<file path="src/rtl/eth_pcs_params.sv">
// Shared 10GBASE-R PCS constants and types used by the RX-side blocks.
package eth_pcs_params;

  localparam int W_DATA_DFLT     = 32;
  localparam int SH_CNT_MAX_DFLT = 64;
  localparam int SH_INV_MAX_DFLT = 16;
  localparam int SLIP_WAIT_DFLT  = 32;

  localparam logic [1:0] SYNC_DATA = 2'b01;
  localparam logic [1:0] SYNC_CTRL = 2'b10;

  typedef enum logic [1:0] {RESET_CNT, TEST_SH, SLIP, SLIP_WAIT} blk_sync_state_t;

  function automatic logic sh_is_valid(input logic [1:0] h);
    return (h == SYNC_DATA) || (h == SYNC_CTRL);
  endfunction

endpackage

</file>
<file path="src/rtl/eth_pcs_block_sync.sv">
// 64b/66b RX block lock: tests sync headers per window, requests bit slips
// until aligned, and forwards header/payload one cycle later.
module eth_pcs_block_sync #(
  parameter int W_DATA     = eth_pcs_params::W_DATA_DFLT,
  parameter int SH_CNT_MAX = eth_pcs_params::SH_CNT_MAX_DFLT,
  parameter int SH_INV_MAX = eth_pcs_params::SH_INV_MAX_DFLT,
  parameter int SLIP_WAIT  = eth_pcs_params::SLIP_WAIT_DFLT
) (
  input  logic              i_clk,
  input  logic              i_reset,
  input  logic              i_clk_en,
  input  logic [1:0]        i_hdr,
  input  logic              i_hdr_valid,
  input  logic [W_DATA-1:0] i_data,
  output logic [1:0]        o_hdr,
  output logic              o_hdr_valid,
  output logic [W_DATA-1:0] o_data,
  output logic              o_block_lock,
  output logic              o_slip
);
  import eth_pcs_params::*;

  localparam int CW = $clog2(SH_CNT_MAX + 1);
  localparam int IW = $clog2(SH_INV_MAX + 1);
  localparam int WW = (SLIP_WAIT > 1) ? $clog2(SLIP_WAIT) : 1;

  // The state literal shares its name with the wait-length parameter.
  localparam blk_sync_state_t ST_WAIT = eth_pcs_params::SLIP_WAIT;

  blk_sync_state_t state, state_nxt;
  logic [CW-1:0] sh_cnt, cnt_nxt;
  logic [IW-1:0] sh_inv_cnt, inv_nxt;
  logic [WW-1:0] wait_cnt, wait_nxt;
  logic          lock_nxt, slip_nxt;

  always_comb begin
    state_nxt = state;
    cnt_nxt   = sh_cnt;
    inv_nxt   = sh_inv_cnt;
    wait_nxt  = wait_cnt;
    lock_nxt  = o_block_lock;
    slip_nxt  = 1'b0;
    case (state)
      RESET_CNT: begin
        cnt_nxt   = '0;
        inv_nxt   = '0;
        state_nxt = TEST_SH;
      end
      TEST_SH: begin
        if (i_hdr_valid) begin
          cnt_nxt = sh_cnt + CW'(1);
          if (sh_is_valid(i_hdr)) begin
            if (cnt_nxt == CW'(SH_CNT_MAX)) begin
              if (sh_inv_cnt == '0) lock_nxt = 1'b1;
              state_nxt = RESET_CNT;
            end
          end else begin
            inv_nxt = sh_inv_cnt + IW'(1);
            // Loss of lock takes priority over a window that ends on the same header.
            if (!o_block_lock || inv_nxt == IW'(SH_INV_MAX)) begin
              state_nxt = SLIP;
              lock_nxt  = 1'b0;
            end else if (cnt_nxt == CW'(SH_CNT_MAX)) begin
              state_nxt = RESET_CNT;
            end
          end
        end
      end
      SLIP: begin
        lock_nxt  = 1'b0;
        slip_nxt  = 1'b1;
        wait_nxt  = '0;
        state_nxt = ST_WAIT;
      end
      ST_WAIT: begin
        if (wait_cnt == WW'(SLIP_WAIT - 1)) state_nxt = RESET_CNT;
        else                                wait_nxt  = wait_cnt + WW'(1);
      end
      default: state_nxt = RESET_CNT;
    endcase
  end

  always_ff @(posedge i_clk or posedge i_reset) begin
    if (i_reset) begin
      state        <= RESET_CNT;
      sh_cnt       <= '0;
      sh_inv_cnt   <= '0;
      wait_cnt     <= '0;
      o_block_lock <= 1'b0;
      o_slip       <= 1'b0;
      o_hdr        <= '0;
      o_hdr_valid  <= 1'b0;
      o_data       <= '0;
    end else if (i_clk_en) begin
      state        <= state_nxt;
      sh_cnt       <= cnt_nxt;
      sh_inv_cnt   <= inv_nxt;
      wait_cnt     <= wait_nxt;
      o_block_lock <= lock_nxt;
      o_slip       <= slip_nxt;
      o_hdr        <= i_hdr;
      o_hdr_valid  <= i_hdr_valid;
      o_data       <= i_data;
    end
  end

endmodule

</file>
<file path="config.mk">
export PLATFORM = sky130hd
export DESIGN_NAME = eth_pcs_block_sync
export DESIGN_NICKNAME = d
export VERILOG_FILES = /design/src/rtl/eth_pcs_params.sv /design/src/rtl/eth_pcs_block_sync.sv
export SDC_FILE = /design/constraint.sdc
export NUM_CORES = 1
export LEC_CHECK = 0
export ABC_CLOCK_PERIOD_IN_PS = 1800
export CORE_ASPECT_RATIO = 1.1
export CORE_MARGIN = 4
export CORE_UTILIZATION = 42
export CTS_CLUSTER_SIZE = 24
export DETAILED_ROUTE_END_ITERATION = 8
export PLACE_DENSITY_LB_ADDON = 0.25
export SLEW_MARGIN = 15
export SYNTH_ARGS = -nofsm -noshare
export SYNTH_HDL_FRONTEND = slang
export SYNTH_SLANG_ARGS = --single-unit
</file>
<file path="constraint.sdc">
create_clock -name i_clk -period 1.8 [get_ports i_clk]
set_input_delay 0.18 -clock i_clk [delete_from_list [all_inputs] [get_ports i_clk]]
set_output_delay 0.18 -clock i_clk [all_outputs]
set_load 0.03 [all_outputs]
</file>
==> run metrics, run 1 <==
status complete, no violations; Post-synth EDFFs 0; ys async rst share 100%; post-route cell area 3570 um^2; total CTS buffers 5; wire length per cell 15.2 um; DRC viols 0; Final GP Congestion 0.833; DRT iter0 DRCs 107; syn avg cell area 12.1 um^2; YS warnings 0; clk buf depth 2; Clk Latency, worst-skew pair 300 ps; static leakage 0.00151 uW; crit-path max cell delay 460 ps; vias in the first global route 2,001; Layout Skew 2.66 ps; final-stage net count 340; Starting Density 43.8%; placed cells 367; CP Capture Type flip-flop; register area share after synthesis 54.8%; first-pass GRT wire length 9.55 mm; CTS root buf clkbuf_8; initial antenna violation count 0; XOR/XNOR Fraction of Synth Area 1.66%; Post-Synth Adder-Cell Area 2.45%; Final ANT Viol Nets 0; flop2flop setup slack 10 ps; Switching Fraction 33.2%; DP Area 3450 um^2; most frequent cells in the layout clkdlybuf4s50_1 (73), dfrtp_1 (53), mux2_2 (37); syn_nets 254; DR pass1 iterations 4; pin count of the biggest net entering global routing 57; largest family of logic cells by synthesized area multiplexers; TritonCTS clock tree yes; mux share of post-synthesis cell area 17.1%; unrepaired setup endpoints after global routing true; arrival time at the worst endpoint 1980 ps; critical path fanouts, max 5; Synth Area in Simple Gates 10.1%; layout cell share with drive strength beyond 1 23.5%; metal1 wirelength 2.36 mm; Switch Pwr 1200 uW; actual slew at the worst max-slew pin 372 ps; Antenna Cells 0; P&R area growth vs syn 39.8%; clk sink count 56; DP Worst Slack -148 ps; Worst VDD drop 0.505 mV; Routed met2 length 2.78 mm; Synth cell types 45; Final Cycle Share 99.2%; Max Cap Viol 0; Worst Path Required 2000 ps; critical path type flip-flop to flip-flop; depth of the CTS H-tree 2; total track usage 16.5%; Worst slew margin 75.1%; setup violators final 0; cell count after synthesis 211; Seq pwr share 45.9%; # fillers 484; core outline area 5840 um^2; routed length on met3 529 um; I/O Buffers 74; Die H 89.8 um; Int Pwr 2410 uW; vias per inst 5.18; most common cell after layout, fill and taps aside clkdlybuf4s50_1; post-synthesis cell area 2560 um^2; Pwr per Cell Area 1010 nW/um^2; Slowest-stage cell, CP dfrtp_2; final wirelength 5.72 mm; grt total ovfl 0; crit start category flip-flop; IO Count 75; Post-CTS Hold Fix Bufs 0; final worst path period need 1790 ps; Die Width 82.4 um; Main synth FF type dfrtp_1; die area 7400 um^2; Hold WC Path Type input port to async pin; fin cells 375; max layer used met4; Rows 29; post-CTS setup buffers 0; clock share of power 19.3%; post-route setup slack 13.6 ps; combinational share of power 34.8%; placed wire-length estimate 4.22 mm; Final Hold Violating Endpoints 0; routed vias 1,942; synthesis-stage register bit count 56; Max Freq 560 MHz; Setup TNS 0 ps; Final Slew Violations 0; clock slew at reported path FFs 100 ps; total power 3610 uW; Compound-Gate Fraction of Synth Area 11.5%; crit-path cells a211oi_2 > o2bb2ai_1 > nand4_1 > a221oi_2 > mux2_1
## cell families (layout without fill, tap and decap cells)
logic type | Yosys count | after routing
AOI/OAI and AO/OA | 42 | 42
buffers and inverters | 13 | 100
and+or+nand+nor | 52 | 52
xor gates and xnor gates | 4 | 4
adders and majority gates | 5 | 5
DFF | 56 | 56
muxes | 39 | 39
## power groups by stage
stage | Sequential (uW) | Clock (uW) | Combinational, uW
after floorplan | 1820 | 0 | 572
after global placement | 1650 | 0 | 1230
after detailed placement | 1670 | 0 | 1250
after CTS | 1640 | 732 | 1260
after global routing | 1690 | 788 | 1370
final | 1660 | 699 | 1260
## state kept, by name, summed over array words and instances, names as in the netlist, 2 cells and up, named ones only
name	count
o_data	32
o_hdr	2
sh_cnt	7
sh_inv_cnt	5
wait_cnt	5
## final cells by class
type,count,area (um^2),share of cell area [%]
multi-input cells,142,1120,31.4
repair buffers,86,838,23.5
clock buffers,8,90.1,2.52
well taps,77,96.3,2.70
flip-flops and latches,56,1410,39.3
inverters,6,22.5,0.630
## cells in the mapped netlist, types with 2 or more instances
cell	count	area share, %
inv_1	6	0.88
ha_1	5	2.4
a21oi_1	3	0.59
mux2_2	37	16
o21ai_0	16	3.1
xor2_1	2	0.69
buf_1	2	0.29
and3_1	3	0.73
nand2_1	19	2.8
dfrtp_1	56	55
a22o_1	8	2.7
nor2_1	10	1.5
a21o_1	3	0.88
nand2b_1	3	0.73
nand3_1	6	1.2
buf_2	3	0.59
## through the flow
stage	hold slack [ps]	utilization, %
floorplan	319	-
global placement	488	59.1
detailed placement	495	59.1
CTS	249	60.7
global route	264	61.2
finish	236	61.2
## per-layer routing
| layer | up-vias | track usage, % |
|---|---|---|
| met3 | 5 | 7.90 |
| met5 | - | 0 |
| met2 | 61 | 25.6 |
| met1 | 943 | 20.3 |
| li1 | 933 | - |
| met4 | 0 | 4.57 |
## worst max-delay path: cells and delay by family (launching register included)
kind / cells / cell delay [ps]
AO/OA/AOI/OAI: 3 / 700
flip-flops: 1 / 460
multiplexers: 1 / 340
AND/OR/NAND/NOR: 1 / 180
## repair_timing
| action | in CTS | in global routing |
|---|---|---|
| pin swaps | 0 | 2 |
| resized for setup | 1 | 7 |
| setup endpoints to repair | 1 | 3 |
## final timing paths
check                                      startpoint                  endpoint  cells after the start
worst max-delay path            sh_cnt[1]$_DFFE_PP0P_  o_block_lock$_DFFE_PP0P_                      5
worst min-delay path                          i_reset    o_data[30]$_DFFE_PP0P_                      3
worst max register to register  sh_cnt[1]$_DFFE_PP0P_  o_block_lock$_DFFE_PP0P_                      5
worst min register to register  o_data[8]$_DFFE_PP0P_     o_data[8]$_DFFE_PP0P_                      1
max in group asynchronous                     i_reset     sh_cnt[0]$_DFFE_PP0P_                      3
min in group i_clk                           i_clk_en      state[0]$_DFFE_PP0P_                      3
Power figures use the tool's default switching activity.
==> run 2, diff against run 1 <==
--- a/config.mk
+++ b/config.mk
@@ -5,10 +5,10 @@
 export SDC_FILE = /design/constraint.sdc
 export NUM_CORES = 1
 export LEC_CHECK = 0
-export ABC_CLOCK_PERIOD_IN_PS = 1800
+export ABC_CLOCK_PERIOD_IN_PS = 2000
 export CORE_ASPECT_RATIO = 1.1
 export CORE_MARGIN = 4
-export CORE_UTILIZATION = 42
+export CORE_UTILIZATION = 47
 export CTS_CLUSTER_SIZE = 24
 export DETAILED_ROUTE_END_ITERATION = 8
 export PLACE_DENSITY_LB_ADDON = 0.25
==> constraint.sdc (replaced) <==
create_clock -name i_clk -period 2 [get_ports i_clk]
set_input_delay 0.2 -clock i_clk [delete_from_list [all_inputs] [get_ports i_clk]]
set_output_delay 0.2 -clock i_clk [all_outputs]
set_load 0.03 [all_outputs]
==> run 2 against run 1 <==
  * Fmax fell by 2.9%
  * Wire length fell by 6.9%
  * Via count is 4.0% lower
  * Critical path type unchanged
  * Critical endpoint unchanged
  * Combinational power fell by 18%
==> run metrics, run 2 (synthesis gave the netlist of run 1 again) <==
status complete, no violations; Final Slew Violations 0 (unchanged); total CTS buffers 5 (unchanged); P&R area growth vs syn 35.6%; Most flops, register o_data; most common cell after layout, fill and taps aside clkdlybuf4s50_1; Max Cap Viol 0 (unchanged); clock slew at reported path FFs 90 ps (about the same); Slowest-stage cell, CP dfrtp_1; Max Freq 544 MHz (-2.9%); Final ANT Viol Nets 0 (unchanged); critical path type flip-flop to flip-flop; Worst slew margin 69.1% (-6.0 points); TritonCTS clock tree yes; Routed met2 length 2.55 mm (-8.3%); Rows 27 (-6.9%); # resized after CTS 0 (-1); # fillers 408 (-16%); placed cells 354 (-3.5%); grt total ovfl 0 (unchanged); Register Area 1400 um^2 (-0.18%); CP Capture Type flip-flop; DRC viols 0 (unchanged); unrepaired setup endpoints after global routing false; Starting Density 49.8% (+6.0 points); DP Area 3390 um^2 (-1.9%); arrival time at the worst endpoint 2030 ps (+50 ps); DR pass1 iterations 4 (unchanged); DRT iter0 DRCs 93 (-13%); final worst path period need 1840 ps (+53.5 ps); fin cells 361 (-3.7%); first-pass GRT wire length 9.10 mm (-4.7%); most frequent cells in the layout clkdlybuf4s50_1 (73), dfrtp_1 (55), mux2_2 (37); max layer used met4; static leakage 0.00147 uW (-2.7%); setup violators final 0 (unchanged); final-stage net count 332 (-2.4%); Die Width 78.3 um (-4.9%); clk sink count 56 (unchanged); Antenna Cells 0 (unchanged); crit start category flip-flop; crit-path max cell delay 430 ps (-30 ps); routed vias 1,865 (-4.0%); Setup TNS 0 ps (unchanged); metal1 wirelength 2.30 mm (-2.5%); wire length per cell 14.8 um (-3.2%); Post-CTS Hold Fix Bufs 0 (unchanged); Final Hold Violating Endpoints 0 (unchanged); Final GP Congestion 0.833 (about the same); core outline area 5130 um^2 (-12%); layout cell share with drive strength beyond 1 19.4% (-4.1 points); vias per inst 5.17 (-0.24%); Hold WC Path Type input port to flip-flop; Worst VDD drop 0.475 mV (-5.9%); post-route setup slack 160 ps (+147 ps); Layout Skew 6.91 ps (+4.24 ps); actual slew at the worst max-slew pin 461 ps (+88.4 ps); post-CTS setup buffers 0 (unchanged); Worst Path Required 2190 ps (+190 ps); Buf+Inv Stages, Crit Path 0 (unchanged); CP delay by family, top compound AO/OA/AOI/OAI gates; depth of the CTS H-tree 2 (unchanged); I/O Buffers 74 (unchanged); total track usage 16.9% (+0.40 points); critical path fanouts, max 5 (unchanged); Die H 85.4 um (-5.0%); vias in the first global route 1,987 (-0.70%); die area 6690 um^2 (-9.7%); CTS root buf clkbuf_8; pin count of the biggest net entering global routing 57 (unchanged); placed wire-length estimate 3.99 mm (-5.5%); worst hold slack 236 ps (-0.588 ps); Pwr per Cell Area 895 nW/um^2 (-11%); final wirelength 5.33 mm (-6.9%); post-route cell area 3470 um^2 (-3.0%); DP Worst Slack -104 ps (+43.4 ps); Multi-input gate area 1100 um^2 (-2.3%); routed length on met3 428 um (-19%); crit-path cells ha_1 > nand2_1 > a41oi_1 > nand4_1 > a221oi_2 > mux2_1; Regs by FF count o_data: 32 flops, sh_cnt: 7 flops; Clk Latency, worst-skew pair 300 ps (about the same); initial antenna violation count 0 (unchanged); max FFs per register 32 (unchanged); IO Count 75 (unchanged); clk buf depth 2 (unchanged); Final Cycle Share 92.0% (-7.3 points)
==> run 2: cell types whose count changed in the layout (fill, tap and decap cells not counted), moves of 2 or more <==
cell / before / now
ha_1: 3 / 5
dfrtp_2: 3 / 1
buf_4: 11 / 3
dfrtp_1: 53 / 55
==> run 2: per-layer routing <==
metal / GRT usage [%] / vias up
li1: - / 908
met4: 4.29 / 0
met5: 0 / -
met3: 6.69 / 5
met2: 28.0 / 45
met1: 20.7 / 907
==> run 2: final timing paths <==
| check | from | depth (start not counted) | end | slack [ps] |
|---|---|---|---|---|
| max | sh_cnt[1]$_DFFE_PP0P_ | 6 | o_block_lock$_DFFE_PP0P_ | 160 |
| min | i_clk_en | 2 | o_hdr_valid$_DFFE_PP0P_ | 240 |
| max reg2reg | sh_cnt[1]$_DFFE_PP0P_ | 6 | o_block_lock$_DFFE_PP0P_ | 160 |
| min reg2reg | o_data[10]$_DFFE_PP0P_ | 1 | o_data[10]$_DFFE_PP0P_ | 510 |
| max in group asynchronous | i_reset | 3 | sh_cnt[0]$_DFFE_PP0P_ | 1480 |
| min in group asynchronous | i_reset | 3 | o_data[23]$_DFFE_PP0P_ | 260 |
==> run 2: stage by stage <==
step	util, %	total power [uW]
global route	67.5	3310
CTS	67.5	3140
detailed placement	66.0	2560
finish	67.5	3100
global placement	66.0	2520
floorplan	-	2160
==> run 2: cell type report <==
cell class	count	share of cell area, %
Inverter	6	0.650
Multi-Input combinational cell	142	31.6
Clock buffer	6	2.09
Timing Repair Buffer	78	22.4
Tap cell	72	2.60
Clock inverter	1	0.144
Sequential cell	56	40.5
==> run 2: report_power, final <==
group / leakage, uW / internal [uW] / total, uW / switching, uW
clock network: 0.0000410 / 239 / 575 / 336
logic: 0.000750 / 514 / 1030 / 517
registers: 0.000675 / 1320 / 1500 / 181
total: 0.00147 / 2070 / 3100 / 1030
